==> config.mk <==
export PLATFORM = sky130hd
export DESIGN_NAME = muldiv_hilo
export DESIGN_NICKNAME = d
export VERILOG_FILES = /design/src/rtl/muldiv_hilo.sv
export SDC_FILE = /design/constraint.sdc
export NUM_CORES = 1
export LEC_CHECK = 0
export ABC_AREA = 1
export BUFFER_PORTS_ARGS = -buffer_cell sky130_fd_sc_hd__buf_4
export CELL_PAD_IN_SITES_DETAIL_PLACEMENT = 2
export CELL_PAD_IN_SITES_GLOBAL_PLACEMENT = 2
export CORE_UTILIZATION = 32
export CTS_CLUSTER_DIAMETER = 60
export DETAILED_ROUTE_END_ITERATION = 8
export HOLD_SLACK_MARGIN = 0.05
export PLACE_DENSITY = 0.83
export SLEW_MARGIN = 15
export SYNTH_ARGS = -nofsm -noshare
export SYNTH_HDL_FRONTEND = slang
export SYNTH_SLANG_ARGS = --single-unit
==> constraint.sdc <==
create_clock -name clk -period 3.75 [get_ports clk]
set_clock_uncertainty 0.2 [all_clocks]
set_input_delay 0.375 -clock clk [delete_from_list [all_inputs] [get_ports clk]]
set_output_delay 0.375 -clock clk [all_outputs]
set_load 0.05 [all_outputs]
==> src/rtl/muldiv_hilo.sv <==
// Iterative multiply/divide unit owning the HI/LO register pair.
// Shift-add multiply and restoring divide share one 2*XLEN accumulator.
module muldiv_hilo #(
    parameter int XLEN = 32
) (
    input  logic            clk,
    input  logic            rst_n,
    input  logic            start,
    input  logic            op,
    input  logic            ifunsigned,
    input  logic [XLEN-1:0] A,
    input  logic [XLEN-1:0] B,
    input  logic            mthi,
    input  logic            mtlo,
    input  logic [XLEN-1:0] wdata,
    output logic            busy,
    output logic            done,
    output logic            div_by_zero,
    output logic [XLEN-1:0] hi,
    output logic [XLEN-1:0] lo,
    output logic [1:0]      dbg_state
);

    localparam int CW = $clog2(XLEN) + 1;

    localparam logic [1:0] S_IDLE = 2'd0;
    localparam logic [1:0] S_RUN  = 2'd1;
    localparam logic [1:0] S_FIX  = 2'd2;
    localparam logic [1:0] S_DONE = 2'd3;

    // Handshake: start is accepted on any edge where busy is low (IDLE or
    // DONE); while busy is high start, mthi and mtlo are dropped, and done
    // pulses for exactly one cycle once HI/LO hold the new result.

    logic [1:0]        state_q, state_d;
    logic [CW-1:0]     cnt_q, cnt_d;
    logic [2*XLEN-1:0] acc_q, acc_d;
    logic [XLEN-1:0]   opb_q, opb_d;
    logic              op_q, op_d;
    logic              neg_q, neg_d;
    logic              rneg_q, rneg_d;
    logic              dbz_q, dbz_d;
    logic [XLEN-1:0]   hi_q, hi_d;
    logic [XLEN-1:0]   lo_q, lo_d;

    logic              a_neg, b_neg;
    logic [XLEN-1:0]   abs_a, abs_b;
    logic [XLEN:0]     mul_sum;
    logic [XLEN:0]     div_trial;
    logic              div_ge;
    logic [XLEN-1:0]   div_rem;
    logic [2*XLEN-1:0] mul_res;
    logic              can_accept;

    always_comb begin
        a_neg = !ifunsigned && A[XLEN-1];
        b_neg = !ifunsigned && B[XLEN-1];
        abs_a = a_neg ? (~A + 1'b1) : A;
        abs_b = b_neg ? (~B + 1'b1) : B;
    end

    // One multiply step: add the multiplicand into the upper half when the
    // current multiplier bit is set, then shift the whole accumulator right.
    always_comb begin
        mul_sum = {1'b0, acc_q[2*XLEN-1:XLEN]} + (acc_q[0] ? {1'b0, opb_q} : '0);
    end

    // One restoring divide step; the difference always fits XLEN bits when
    // the trial value is not below the divisor, so modular subtraction is exact.
    always_comb begin
        div_trial = {acc_q[2*XLEN-1:XLEN], acc_q[XLEN-1]};
        div_ge    = (div_trial >= {1'b0, opb_q});
        div_rem   = div_trial[XLEN-1:0] - opb_q;
    end

    always_comb begin
        mul_res = neg_q ? (~acc_q + 1'b1) : acc_q;
    end

    always_comb begin
        can_accept = (state_q == S_IDLE) || (state_q == S_DONE);
    end

    always_comb begin
        state_d = state_q;
        cnt_d   = cnt_q;
        acc_d   = acc_q;
        opb_d   = opb_q;
        op_d    = op_q;
        neg_d   = neg_q;
        rneg_d  = rneg_q;
        dbz_d   = dbz_q;
        hi_d    = hi_q;
        lo_d    = lo_q;

        case (state_q)
            S_IDLE, S_DONE: begin
                state_d = S_IDLE;
                dbz_d   = 1'b0;
                if (start) begin
                    op_d   = op;
                    neg_d  = a_neg ^ b_neg;
                    rneg_d = a_neg;
                    acc_d  = {{XLEN{1'b0}}, abs_a};
                    opb_d  = abs_b;
                    cnt_d  = CW'(XLEN);
                    if (op && (B == '0)) begin
                        state_d = S_DONE;
                        dbz_d   = 1'b1;
                    end else begin
                        state_d = S_RUN;
                    end
                end
            end

            S_RUN: begin
                if (op_q) begin
                    acc_d = {div_ge ? div_rem : div_trial[XLEN-1:0],
                             acc_q[XLEN-2:0], div_ge};
                end else begin
                    acc_d = {mul_sum, acc_q[XLEN-1:1]};
                end
                cnt_d = cnt_q - CW'(1);
                if (cnt_q == CW'(1)) begin
                    state_d = S_FIX;
                end
            end

            S_FIX: begin
                if (op_q) begin
                    lo_d = neg_q  ? (~acc_q[XLEN-1:0] + 1'b1) : acc_q[XLEN-1:0];
                    hi_d = rneg_q ? (~acc_q[2*XLEN-1:XLEN] + 1'b1)
                                  : acc_q[2*XLEN-1:XLEN];
                end else begin
                    hi_d = mul_res[2*XLEN-1:XLEN];
                    lo_d = mul_res[XLEN-1:0];
                end
                state_d = S_DONE;
            end

            default: begin
                state_d = S_IDLE;
            end
        endcase

        // Software writes only land while idle; the FIX write above can
        // never collide with them.
        if (can_accept) begin
            if (mthi) begin
                hi_d = wdata;
            end
            if (mtlo) begin
                lo_d = wdata;
            end
        end
    end

    always_ff @(posedge clk or negedge rst_n) begin
        if (!rst_n) begin
            state_q <= S_IDLE;
            cnt_q   <= '0;
            acc_q   <= '0;
            opb_q   <= '0;
            op_q    <= 1'b0;
            neg_q   <= 1'b0;
            rneg_q  <= 1'b0;
            dbz_q   <= 1'b0;
            hi_q    <= '0;
            lo_q    <= '0;
        end else begin
            state_q <= state_d;
            cnt_q   <= cnt_d;
            acc_q   <= acc_d;
            opb_q   <= opb_d;
            op_q    <= op_d;
            neg_q   <= neg_d;
            rneg_q  <= rneg_d;
            dbz_q   <= dbz_d;
            hi_q    <= hi_d;
            lo_q    <= lo_d;
        end
    end

    always_comb begin
        busy        = (state_q == S_RUN) || (state_q == S_FIX);
        done        = (state_q == S_DONE);
        div_by_zero = (state_q == S_DONE) && dbz_q;
        hi          = hi_q;
        lo          = lo_q;
        dbg_state   = state_q;
    end

endmodule

---- After elaboration in Yosys (flattened, before gate mapping) ----
Index checks and enable logic that the tools add are counted.
W data, S select, Z words.
word-level totals
  output and inout port bits .............. 69
  input port bits ......................... 103
  word-level logic and storage cells ...... 70
  flip-flop bits (word level) ............. 172
cells by class
  order comparisons ....................... 1
  muxes and demuxes ....................... 26
  eq/ne operators ......................... 6
  add/sub/neg operators ................... 8
  reductions and logical operators ........ 13
  bitwise gates (word level) .............. 6
operators with widths
  cell                     number
  $mux W32                 14
  $mux W64                 3
  $add A32 B1 Y32 const B  4
  $not A32 Y32             4
  $pmux W64 S2             1
  $add A64 B1 Y64 const B  1
  $not A64 Y64             1
  $add A32 B32 Y33         1
  $ge A33 B32 Y1           1
  $logic_not A32 Y1        1
  $sub A32 B32 Y32         1
  $pmux W6 S2              1
  $eq A6 B1 Y1 const B     1
  $mux W2                  3
  $mux W6                  1
  $pmux W2 S3              1
  $sub A6 B1 Y6 const B    1
  $eq A2 B2 Y1 const B     2
  $logic_and A1 B1 Y1      4
  $ne A2 B2 Y1 const B     2
  $reduce_and A2 Y1        2
  $eq A2 B1 Y1 const B     1
  $logic_not A2 Y1         1
  $logic_or A1 B1 Y1       2
  5 further kinds          6

---- Longest topological paths before layout ----
Gate-level depths: netlist of the first run.
  depth after elaboration ................. 7
  mapped depth ............................ 20
  depth with buffers taken out ............ 18

---- Least setup slack after synthesis of the first run ----
No wires, ideal clock.
  path kind ............................... reg2reg
  from .................................... register acc_q[0]
  to ...................................... register acc_q[53]
  cell stages (with the launch flop) ...... 20
  data arrival time ....................... 2.421 ns
  data required time ...................... 3.434 ns
  setup slack ............................. 1.013 ns
  setup time .............................. 0.116 ns
  path through ............................ dfrtp_1 -> buf_6 -> clkbuf_1 -> nand2_1 -> inv_1 -> ha_1 -> inv_1 -> fa_1 -> o21ai_0 -> nand2_1 -> nand2_1 -> nand2_1 -> nand2_1 -> nand2_1 -> nand3_1 -> nand3_1 -> nand2_1 -> inv_1 -> nand2_1 -> nand2_1
on the way
  longest elaborated chain between the ends .. 4
RTL lines
  what                    line  source
  start, declared         37    logic [2*XLEN-1:0] acc_q, acc_d;
  start signal, assigned  162   acc_q <= '0;
  start signal, assigned  173   acc_q <= acc_d;
  $mux W32                65    mul_sum = {1'b0, acc_q[2*XLEN-1:XLEN]} + (acc_q[0] ? {1'b0, opb_q} : '0);
  $add A32 B32 Y33        65
  $mux W64                117   if (op_q) begin
  $pmux W64 S2            96    case (state_q)
Every way passes these cells.
A chain may end at the register's enable or synchronous reset.

---- Final worst setup path of the first run ----
  from .................................... register acc_q[32]
  to ...................................... register acc_q[53]
on the way
  longest elaborated chain between the ends .. 4
RTL lines
  what                                                       line    source
  $sub A32 B32 Y32 / $ge A33 B32 Y1 (equally long branches)  73, 72
  $mux W32                                                   118     acc_d = {div_ge ? div_rem : div_trial[XLEN-1:0],
  $mux W64 (*)                                               117
  $pmux W64 S2 (*)                                           96
Every way passes the cells marked *; elsewhere a longest branch is shown, timed or not.

==> results.sh, run 1 <==
export IMPL_root_buffer="clkbuf_16"
export IMPL_syn_inst=2955
export IMPL_arrival_ns=3.60
export IMPL_cts_resized_gates=0
export IMPL_clk_latency_ns=0.51
export IMPL_antenna_found_initial=0
export IMPL_avgRoutedWirePerCell_um=25.51
export IMPL_grt_pass1_vias=23539
export IMPL_grt_busiest_layer="met2"
export IMPL_period_minus_slack_ns=3.402
export IMPL_via_per_inst=5.626
export IMPL_fmax_mhz=294.0
export IMPL_clock_path_buffers=2
export IMPL_die_w_um=234.5
export IMPL_use_met1_pct=43.23
export IMPL_synthDistinctLibCells=49
export IMPL_worst_setup_path_end_kind="flip-flop"
export IMPL_p_leak_nw=10.62
export IMPL_die_height_um=234.5
export IMPL_grt_total_usage_pct=36.04
export IMPL_hold_viol=0
export IMPL_r2r_end="acc_q[53]"
export IMPL_htreeDepth=4
export IMPL_synth_top_cells_by_count="814 x nand2_1, 394 x inv_1, 368 x nor2_1, 304 x nand3_1, 270 x a21oi_1"
export IMPL_drt_wl_total_mm=99.07
export IMPL_criticalPathCategory="flip-flop to flip-flop"
export IMPL_hold_buffers=59
export IMPL_netlist_top_cells_area="dfrtp_1 25%, nand2_1 18%, nand3_1 8.8%"
export IMPL_relSlewSlack_pct=25.87
export IMPL_numCtsBuffers=17
export IMPL_start_kind="flip-flop"
export IMPL_synth_simple_area_share_pct=40.33
export IMPL_ys_warnings_count=0
export IMPL_synth_top_family_by_area="simple AND/OR/NAND/NOR gates"
export IMPL_pin_count=172
export IMPL_syn_nets=3133
export IMPL_synth_seq_cells=172
export IMPL_grt_ovfl_total=0
export IMPL_start_util_pct=32.66
export IMPL_worstMarginPinSlew_ns=1.111
export IMPL_r2r_start="acc_q[32]"
export IMPL_drt_initial_drc_count=1320
export IMPL_syn_area_mm2=0.01730
export IMPL_synth_edf_count=0
export IMPL_instances_no_fill=3883
export IMPL_synth_top_area_share_pct=24.88
export IMPL_rsz0062_at_grt="no"
export IMPL_postCtsSetupBuffers=0
export IMPL_timing_final_crit_share_pct=90.71
export IMPL_hpwl_mm=79.14
export IMPL_cts_tree="yes"
export IMPL_ant_nets=0
export IMPL_seq_area_frac_synth_pct=24.88
export IMPL_die_area_mm2=0.05499
export IMPL_finalMaxSlewViolations=0
export IMPL_rows=84
export IMPL_status="completed"
export IMPL_gp_congestion=0.9812
export IMPL_min_to="opb_q[13]"
export IMPL_dr_pass1_iters=5
export IMPL_syn_avg_cell_area_um2=5.854
export IMPL_grt_pass1_wl_mm=147.8
export IMPL_maxCapViolations=0
export IMPL_r2r_cells=15
export IMPL_antenna_cells=0
export IMPL_route_detailed_drc=0
export IMPL_cp_required_ns=3.95
export IMPL_layout_nets=3360
export IMPL_peakVddDrop_v=0.0004358
export IMPL_use_met2_pct=63.28
export IMPL_yosysMostFrequentCell="nand2_1"
export IMPL_r2r_slack_ns=0.35
export IMPL_cts_sinks=172
export IMPL_synth_xor_area_share_pct=1.873
export IMPL_port_buffers=171
export IMPL_synth_compound_area_share_pct=16.35
export IMPL_synth_fa_ha_area_share_pct=5.511
export IMPL_use_met3_pct=4.421
export IMPL_power_per_cell_area_mw_per_mm2=1046
export IMPL_finalSetupTns_ns=0
export IMPL_area_delta_synth_final_pct=20.26
export IMPL_path_max_fanout=7
export IMPL_ys_flop_type="dfrtp_1"
export IMPL_vias=21845
export IMPL_clk_pin_slew_ns=0.08
export IMPL_synth_top_area_cell="dfrtp_1"
export IMPL_setup_viol_count_final=0
export IMPL_min_from="B[13]"
export IMPL_synthMuxAreaShare_pct=0
export IMPL_fillers=6708
export IMPL_min_path_cells=3
export IMPL_drive_above_1_share_pct=10.30
export IMPL_placed_cells=3792
export IMPL_async_reset_ff_share_pct=100.0
export IMPL_core_area_mm2=0.05297
export IMPL_grt_max_degree=80
export IMPL_hold_path_class="input port to flip-flop"
worst max-delay path, stage by stage (launching register included):
cell and delay [ns]:
dfrtp_1 0.68, ha_1 0.30, inv_1 0.08, fa_1 0.42
o21ai_0 0.52, nand2_1 0.15, nand2_1 0.15, nand2_1 0.06
nand2_1 0.18, nand2_1 0.11, nand3_1 0.10, nand3_1 0.09
nand2_1 0.09, inv_1 0.04, nand2_1 0.05, nand2_1 0.07
where the power goes:
part | internal, mW | switching, mW
registers | 2.76 | 0.980
clock network | 0.902 | 0.987
logic | 4.46 | 11.7
total | 8.12 | 13.6
metal layers:
metal  vias to the layer above  wire [um]
met5                         -          0
met4                         0       4700
met2                       540      48880
met1                     11076      41800
met3                       181       3687
li1                      10048          -
how the worst max path moves through the flow:
stage	depth (start not counted)	to	from	slack, ns
CTS	15	acc_q[53]	acc_q[32]	0.40
global placement	13	acc_q[59]	acc_q[32]	0.55
finish	15	acc_q[53]	acc_q[32]	0.35
floorplan	19	acc_q[53]	acc_q[0]	1.01
detailed placement	15	acc_q[53]	acc_q[32]	0.42
global route	18	acc_q[53]	acc_q[0]	0.15
cell usage in the layout (no fill, tap or decap), types with 5 or more instances in the layout:
cell type and n:
inv_1 392, a21o_1 6, nor2_1 366, buf_4 243, dfrtp_1 171, nand2_2 7, nand3_1 304, nand3b_1 20
o21ai_1 13, nand4_1 55, nor4_1 5, a21oi_1 270, o21bai_1 12, xor2_1 27, ha_1 72, nor2_2 7
nand2_1 814, a31oi_1 26, xnor2_1 10, o21ai_0 186, nor3_1 31, or2_2 11, clkbuf_16 17, o211ai_1 5
dlygate4sd3_1 59, nor2_4 6
stage by stage:
step                setup WS [ns]  util [%]  hold WS (ns)  instance area (um2)  power (mW)
floorplan                   1.013         -       -0.1206                17300       13.34
global placement           0.5461     37.05        0.2698                19630       18.77
detailed placement         0.4158     37.05        0.2768                19630       19.34
CTS                        0.3990     39.27       0.05075                20800       21.38
global route               0.1510     39.27       0.06466                20800       23.18
finish                     0.3483     39.27       0.05731                20800       21.77
sequential cells by signal, indices dropped and copies added, names as in the netlist:
name and count:
acc_q 64, cnt_q 6, dbg_state 2, dbz_q 1, hi 32, lo 32, neg_q 1, op_q 1
opb_q 32, rneg_q 1
cell families (layout without fill, tap and decap cells):
| kind of cell | count (synthesis) | in the layout |
|---|---|---|
| fa+ha+maj | 75 | 75 |
| buf+inv | 495 | 735 |
| simple gates | 1640 | 1640 |
| xor+xnor | 37 | 37 |
| flops | 172 | 172 |
| compound gates | 536 | 536 |
layout make-up:
| cell class | count | area [um2] | area share [%] |
|---|---|---|---|
| Multi-Input combinational cell | 2288 | 11090 | 53.30 |
| Sequential cell | 172 | 4305 | 20.70 |
| Timing Repair Buffer | 305 | 2466 | 11.85 |
| Inverter | 398 | 1495 | 7.187 |
| Tap cell | 688 | 860.8 | 4.138 |
| Clock buffer | 18 | 439.2 | 2.111 |
| Clock inverter | 14 | 147.6 | 0.7097 |
Power figures use the tool's default switching activity.
==> run 2: changes to the inputs <==
==> constraint.sdc (replaced) <==
create_clock -name clk -period 3.75 [get_ports clk]
set_clock_uncertainty 0.2 [all_clocks]
set_input_delay 0.75 -clock clk [delete_from_list [all_inputs] [get_ports clk]]
set_output_delay 0.75 -clock clk [all_outputs]
set_load 0.05 [all_outputs]
==> run 2 against run 1 <==
  * Hold slack better by 0.083 ns
  * Die area stayed put
  * Wire length is 4.4% lower
  * Largest cell class unchanged
  * Via count is 1.6% lower
  * Non-clock buffer count is 59 lower
  * Count of clock-buffer cells in the layout stayed put
  * Clock power hardly changed
  * Critical path depth is 2 higher
  * Setup slack better by 0.053 ns
  * Cell count is 1.5% lower
  * Global-route usage is 1.5 points lower
  * Core utilization is 1.1 points lower
==> results.sh, run 2 (synthesis results as in run 1) <==
export IMPL_clock_path_buffers=2
export IMPL_grt_ovfl_total=0
export IMPL_htreeDepth=4
export IMPL_clk_pin_slew_ns=0.08
export IMPL_seq_area_mm2=0.004305
export IMPL_cts_tree="yes"
export IMPL_dr_pass1_iters=5
export IMPL_port_buffers=171
export IMPL_ant_nets=0
export IMPL_maxCapViolations=0
export IMPL_grt_total_usage_pct=34.49
export IMPL_worstPathCellList="buf_4 -> nand2_1 -> inv_1 -> ha_1 -> inv_1 -> fa_1 -> o21ai_0 -> nand2_1 -> nand2_1 -> nand2_1 -> nand2_1 -> nand3_1 -> nand2_1 -> nand2_1 -> nand3_1 -> nand3_1 -> nand2_1"
export IMPL_cts_sinks=172
export IMPL_area_delta_synth_final_pct=16.92
export IMPL_utilization_pct=38.18
export IMPL_timing_final_ws_setup_ns=0.4014
export IMPL_fmax_mhz=298.6
export IMPL_totalPowerFinal_mw=21.53
export IMPL_hold_viol=0
export IMPL_worst_setup_path_end_kind="flip-flop"
export IMPL_route_detailed_drc=0
export IMPL_dp_slack_ns=0.4488
export IMPL_grt_pass1_vias=22826
export IMPL_cts_resized_gates=0
export IMPL_core_area_mm2=0.05297
export IMPL_hold_buffers=0
export IMPL_hold_path_class="input port to asynchronous set/reset pin"
export IMPL_avgRoutedWirePerCell_um=24.78
export IMPL_pin_count=172
export IMPL_drive_above_1_share_pct=10.46
export IMPL_drt_wl_total_mm=94.74
export IMPL_power_per_cell_area_mw_per_mm2=1065
export IMPL_arrival_ns=3.58
export IMPL_crit_buf_inv=3
export IMPL_path_delay_family="simple AND/OR/NAND/NOR gates"
export IMPL_hold_slack_ns=0.1400
export IMPL_peakVddDrop_v=0.0004466
export IMPL_layout_nets=3301
export IMPL_start_util_pct=32.66
export IMPL_cp_slowest_stage_delay_ns=0.53
export IMPL_worstMarginPinSlew_ns=1.051
export IMPL_hpwl_mm=78.80
export IMPL_largest_reg_flops=64
export IMPL_finalMaxSlewViolations=0
export IMPL_postCtsSetupBuffers=0
export IMPL_grt_pass1_wl_mm=141.6
export IMPL_slowest_stage="o21ai_0"
export IMPL_fillers=6707
export IMPL_antenna_found_initial=4
export IMPL_numCtsBuffers=17
export IMPL_period_minus_slack_ns=3.349
export IMPL_gp_congestion=0.9893
export IMPL_top_register="acc_q"
export IMPL_finalSetupTns_ns=0
export IMPL_die_height_um=234.5
export IMPL_grt_max_degree=103
export IMPL_die_area_mm2=0.05499
export IMPL_via_per_inst=5.623
export IMPL_setup_viol_count_final=0
export IMPL_antenna_cells=0
export IMPL_start_kind="flip-flop"
export IMPL_final_cell_mix="814 x nand2_1, 392 x inv_1, 366 x nor2_1"
export IMPL_rows=84
export IMPL_path_common_cell="nand2_1"
export IMPL_final_common_cell="nand2_1"
export IMPL_timing_final_crit_share_pct=89.30
export IMPL_status="completed"
export IMPL_criticalPathCategory="flip-flop to flip-flop"
export IMPL_path_max_fanout=34
export IMPL_cp_required_ns=3.98
export IMPL_relSlewSlack_pct=29.85
export IMPL_multiInputGateArea_mm2=0.01109
export IMPL_p_leak_nw=10.37
export IMPL_die_w_um=234.5
export IMPL_clk_latency_ns=0.51
export IMPL_drt_initial_drc_count=1229
export IMPL_vias=21502
export IMPL_root_buffer="clkbuf_16"
export IMPL_rsz0062_at_grt="no"
## run 2: through the flow
stage,instances,cell area (um2)
after floorplan,2955,17300
after global placement,3792,19630
after detailed placement,3792,19630
after CTS,3824,20230
after global routing,3824,20230
final,3824,20230
## run 2: cell type report
type / count / share of cell area, %
flip-flops and latches: 172 / 21.29
inverters: 398 / 7.393
repair buffers: 246 / 9.273
clock buffers: 18 / 2.122
clock inverters: 14 / 0.8413
multi-input cells: 2288 / 54.83
well taps: 688 / 4.256
## run 2: power by group
part / total, mW / switching, mW / internal, mW
combinational: 15.9 / 11.5 / 4.41
sequential: 3.71 / 0.948 / 2.76
clock: 1.91 / 0.954 / 0.952
## run 2: worst reg2reg max path, stage by stage, from the launching register on
cell and delay (ns):
dfrtp_1 0.33, buf_4 0.35, nand2_1 0.09, inv_1 0.08, ha_1 0.20, inv_1 0.07
fa_1 0.41, o21ai_0 0.53, nand2_1 0.12, nand2_1 0.16, nand2_1 0.10, nand2_1 0.11
nand3_1 0.09, nand2_1 0.10, nand2_1 0.06, nand3_1 0.08, nand3_1 0.10, nand2_1 0.10
## run 2: final timing paths
| kind | cells past startpoint | slack, ns | start | endpoint |
|---|---|---|---|---|
| setup / recovery | 17 | 0.40 | acc_q[0] | acc_q[55] |
| hold / removal | 1 | 0.14 | rst_n | rneg_q |
| setup reg to reg | 17 | 0.40 | acc_q[0] | acc_q[55] |
| hold reg to reg | 1 | 0.29 | dbz_q | dbz_q |
| max in group asynchronous | 2 | 2.41 | rst_n | acc_q[53] |
| min in group clk | 1 | 0.29 | dbz_q | dbz_q |
## run 2: routing by layer
layer  vias up  track usage, %  wire length [um]
met5         -               0                23
met4         4           16.96              4627
met3       185           4.348              3878
met2       541           59.99             46660
met1     10856           41.75             39560
li1       9916               -                 -
==> run 3: changes to the inputs <==
--- a/config.mk
+++ b/config.mk
@@ -11,2 +11,3 @@
 export CELL_PAD_IN_SITES_GLOBAL_PLACEMENT = 2
+export CORE_MARGIN = 3
 export CORE_UTILIZATION = 32
==> constraint.sdc (replaced) <==
create_clock -name clk -period 3.75 [get_ports clk]
set_clock_uncertainty 0.2 [all_clocks]
set_input_delay 0.1875 -clock clk [delete_from_list [all_inputs] [get_ports clk]]
set_output_delay 0.1875 -clock clk [all_outputs]
set_load 0.05 [all_outputs]
==> run 3 against run 2 <==
  * Design area increased by 5.6%
  * Core utilization rose by 2.2 points
  * Fmax is 5.7% lower
  * Largest power group unchanged
  * Cell count increased by 3.1%
  * Critical path depth is 2 lower
==> results.sh, run 3 (synthesis results as in run 1) <==
export IMPL_grt_pass1_wl_mm=158.2
export IMPL_antenna_found_initial=11
export IMPL_drt_wl_total_mm=106.0
export IMPL_final_common_cell="nand2_1"
export IMPL_dr_pass1_iters=8
export IMPL_switching_power_mw=13.92
export IMPL_grt_ovfl_total=0
export IMPL_grt_pass1_vias=24808
export IMPL_hold_viol=0
export IMPL_wl_met1_mm=42.31
export IMPL_clkPwrFrac_pct=8.8
export IMPL_final_cell_mix="813 x nand2_1, 391 x inv_1, 365 x nor2_1"
export IMPL_root_buffer="clkbuf_16"
export IMPL_seqPwrFrac_pct=17.0
export IMPL_power_per_cell_area_mw_per_mm2=1041
export IMPL_rows=84
export IMPL_core_area_mm2=0.05297
export IMPL_topRoutingLayerUsed="met5"
export IMPL_period_minus_slack_ns=3.550
export IMPL_vias=22653
export IMPL_comb_power_share_pct=74.2
export IMPL_layout_nets=3410
export IMPL_worst_setup_path_end_kind="flip-flop"
export IMPL_ant_nets=0
export IMPL_start_util_pct=32.66
export IMPL_finalMaxSlewViolations=0
export IMPL_start_kind="input port"
export IMPL_slowest_stage="dlygate4sd3_1"
export IMPL_pin_count=172
export IMPL_cp_slowest_stage_delay_ns=0.60
export IMPL_grt_max_degree=93
export IMPL_placedInstanceArea_mm2=0.01966
export IMPL_status="completed"
export IMPL_drive_above_1_share_pct=10.29
export IMPL_route_detailed_drc=0
export IMPL_r2r_cells=15
export IMPL_worstPathCellList="dlygate4sd3_1 -> buf_4 -> clkinvlp_4 -> nand3_1 -> nor2_4 -> nand4_1 -> nor3_4 -> nand3_1 -> nand2_2 -> nand2_1 -> nand2_1 -> dlygate4sd3_1 -> nand3_1 -> dlygate4sd3_1 -> nand2_1"
export IMPL_criticalPathCategory="input port to flip-flop"
export IMPL_rsz0062_at_grt="no"
export IMPL_internal_power_mw=8.320
export IMPL_r2r_slack_ns=0.36
export IMPL_clock_path_buffers=2
export IMPL_fillers=6604
export IMPL_setup_viol_count_final=0
export IMPL_maxCapViolations=0
export IMPL_cts_sinks=172
export IMPL_drt_initial_drc_count=1553
export IMPL_numCtsBuffers=17
export IMPL_port_buffers=171
export IMPL_avgRoutedWirePerCell_um=26.87
export IMPL_hold_path_class="input port to flip-flop"
export IMPL_sw_frac_of_total_pct=62.59
export IMPL_min_path_cells=5
export IMPL_fmax_mhz=281.7
export IMPL_stdcell_area_mm2=0.02137
export IMPL_peakVddDrop_v=0.0004118
export IMPL_clk_pin_slew_ns=0.09
export IMPL_arrival_ns=3.78
export IMPL_largest_reg_flops=64
export IMPL_grt_total_usage_pct=36.67
export IMPL_worstMarginPinSlew_ns=1.163
export IMPL_clk_latency_ns=0.51
export IMPL_top_register="acc_q"
export IMPL_die_w_um=238.5
export IMPL_cts_tree="yes"
export IMPL_timing_final_crit_share_pct=94.65
export IMPL_cp_required_ns=3.98
export IMPL_die_area_mm2=0.05688
export IMPL_gp_congestion=0.9961
export IMPL_relSlewSlack_pct=22.36
export IMPL_wl_met3_mm=5.300
export IMPL_wl_met2_mm=52.09
export IMPL_finalSetupTns_ns=0
export IMPL_totalPowerFinal_mw=22.24
export IMPL_area_delta_synth_final_pct=23.52
export IMPL_hpwl_mm=78.24
export IMPL_p_leak_nw=10.82
export IMPL_via_per_inst=5.744
export IMPL_die_height_um=238.5
export IMPL_path_max_fanout=5
export IMPL_htreeDepth=4
run 3: path summary, 6_finish.rpt:
check,start,to
setup / recovery,B[0],opb_q[29]
setup reg to reg,acc_q[0],acc_q[56]
max in group asynchronous,rst_n,opb_q[28]
hold / removal,A[31],acc_q[31]
min in group asynchronous,rst_n,hi[21]
hold reg to reg,dbz_q,dbz_q
run 3: final cells by class:
class / instances / area [um2] / share of cell area (%)
multi-input combinational: 2288 / 11110 / 51.97
sequential: 172 / 4305 / 20.15
timing repair buffer: 355 / 2984 / 13.97
inverter: 398 / 1499 / 7.015
tap: 688 / 860.8 / 4.029
clock buffer: 20 / 456.7 / 2.137
clock inverter: 12 / 128.9 / 0.6031
antenna: 11 / 27.53 / 0.1288
run 3: power groups by stage:
stage	clock (mW)	sequential [mW]	combinational, mW
floorplan	0	4.69	8.66
global placement	0	3.65	15.1
detailed placement	0	3.73	15.7
CTS	1.92	3.70	16.0
global route	2.03	3.85	17.8
finish	1.95	3.78	16.5
run 3: timing repair:
| action | in CTS | in global routing |
|---|---|---|
| resized for setup | 0 | 6 |
| endpoints found under the setup margin | 0 | 2 |
| hold endpoints to repair | 218 | 0 |
| buffers inserted | 0 | 2 |
| hold buffers | 106 | 0 |
run 3: worst max-delay path, delay by kind of cell:
family | cells | cell delay (ns)
buf+inv | 5 | 1.94
simple gates | 10 | 1.64
run 3: routing by layer:
| layer | up-vias | global-route usage (%) |
|---|---|---|
| met3 | 289 | 5.676 |
| met4 | 2 | 20.27 |
| met1 | 11415 | 42.43 |
| li1 | 10160 | - |
| met5 | - | 0 |
| met2 | 787 | 64.91 |
run 3: stage by stage:
step	worst slack, ns	hold WS, ns	utilization [%]	std cells
6_report	0.2005	0.09831	40.34	3944
5_1_grt	0.06207	0.1017	40.34	3944
4_1_cts	0.1837	0.07407	40.22	3931
3_5_place_dp	0.3367	0.1538	37.11	3793
3_3_place_gp	0.4584	0.1414	37.11	3793
2_1_floorplan	1.013	-0.3081	-	2955
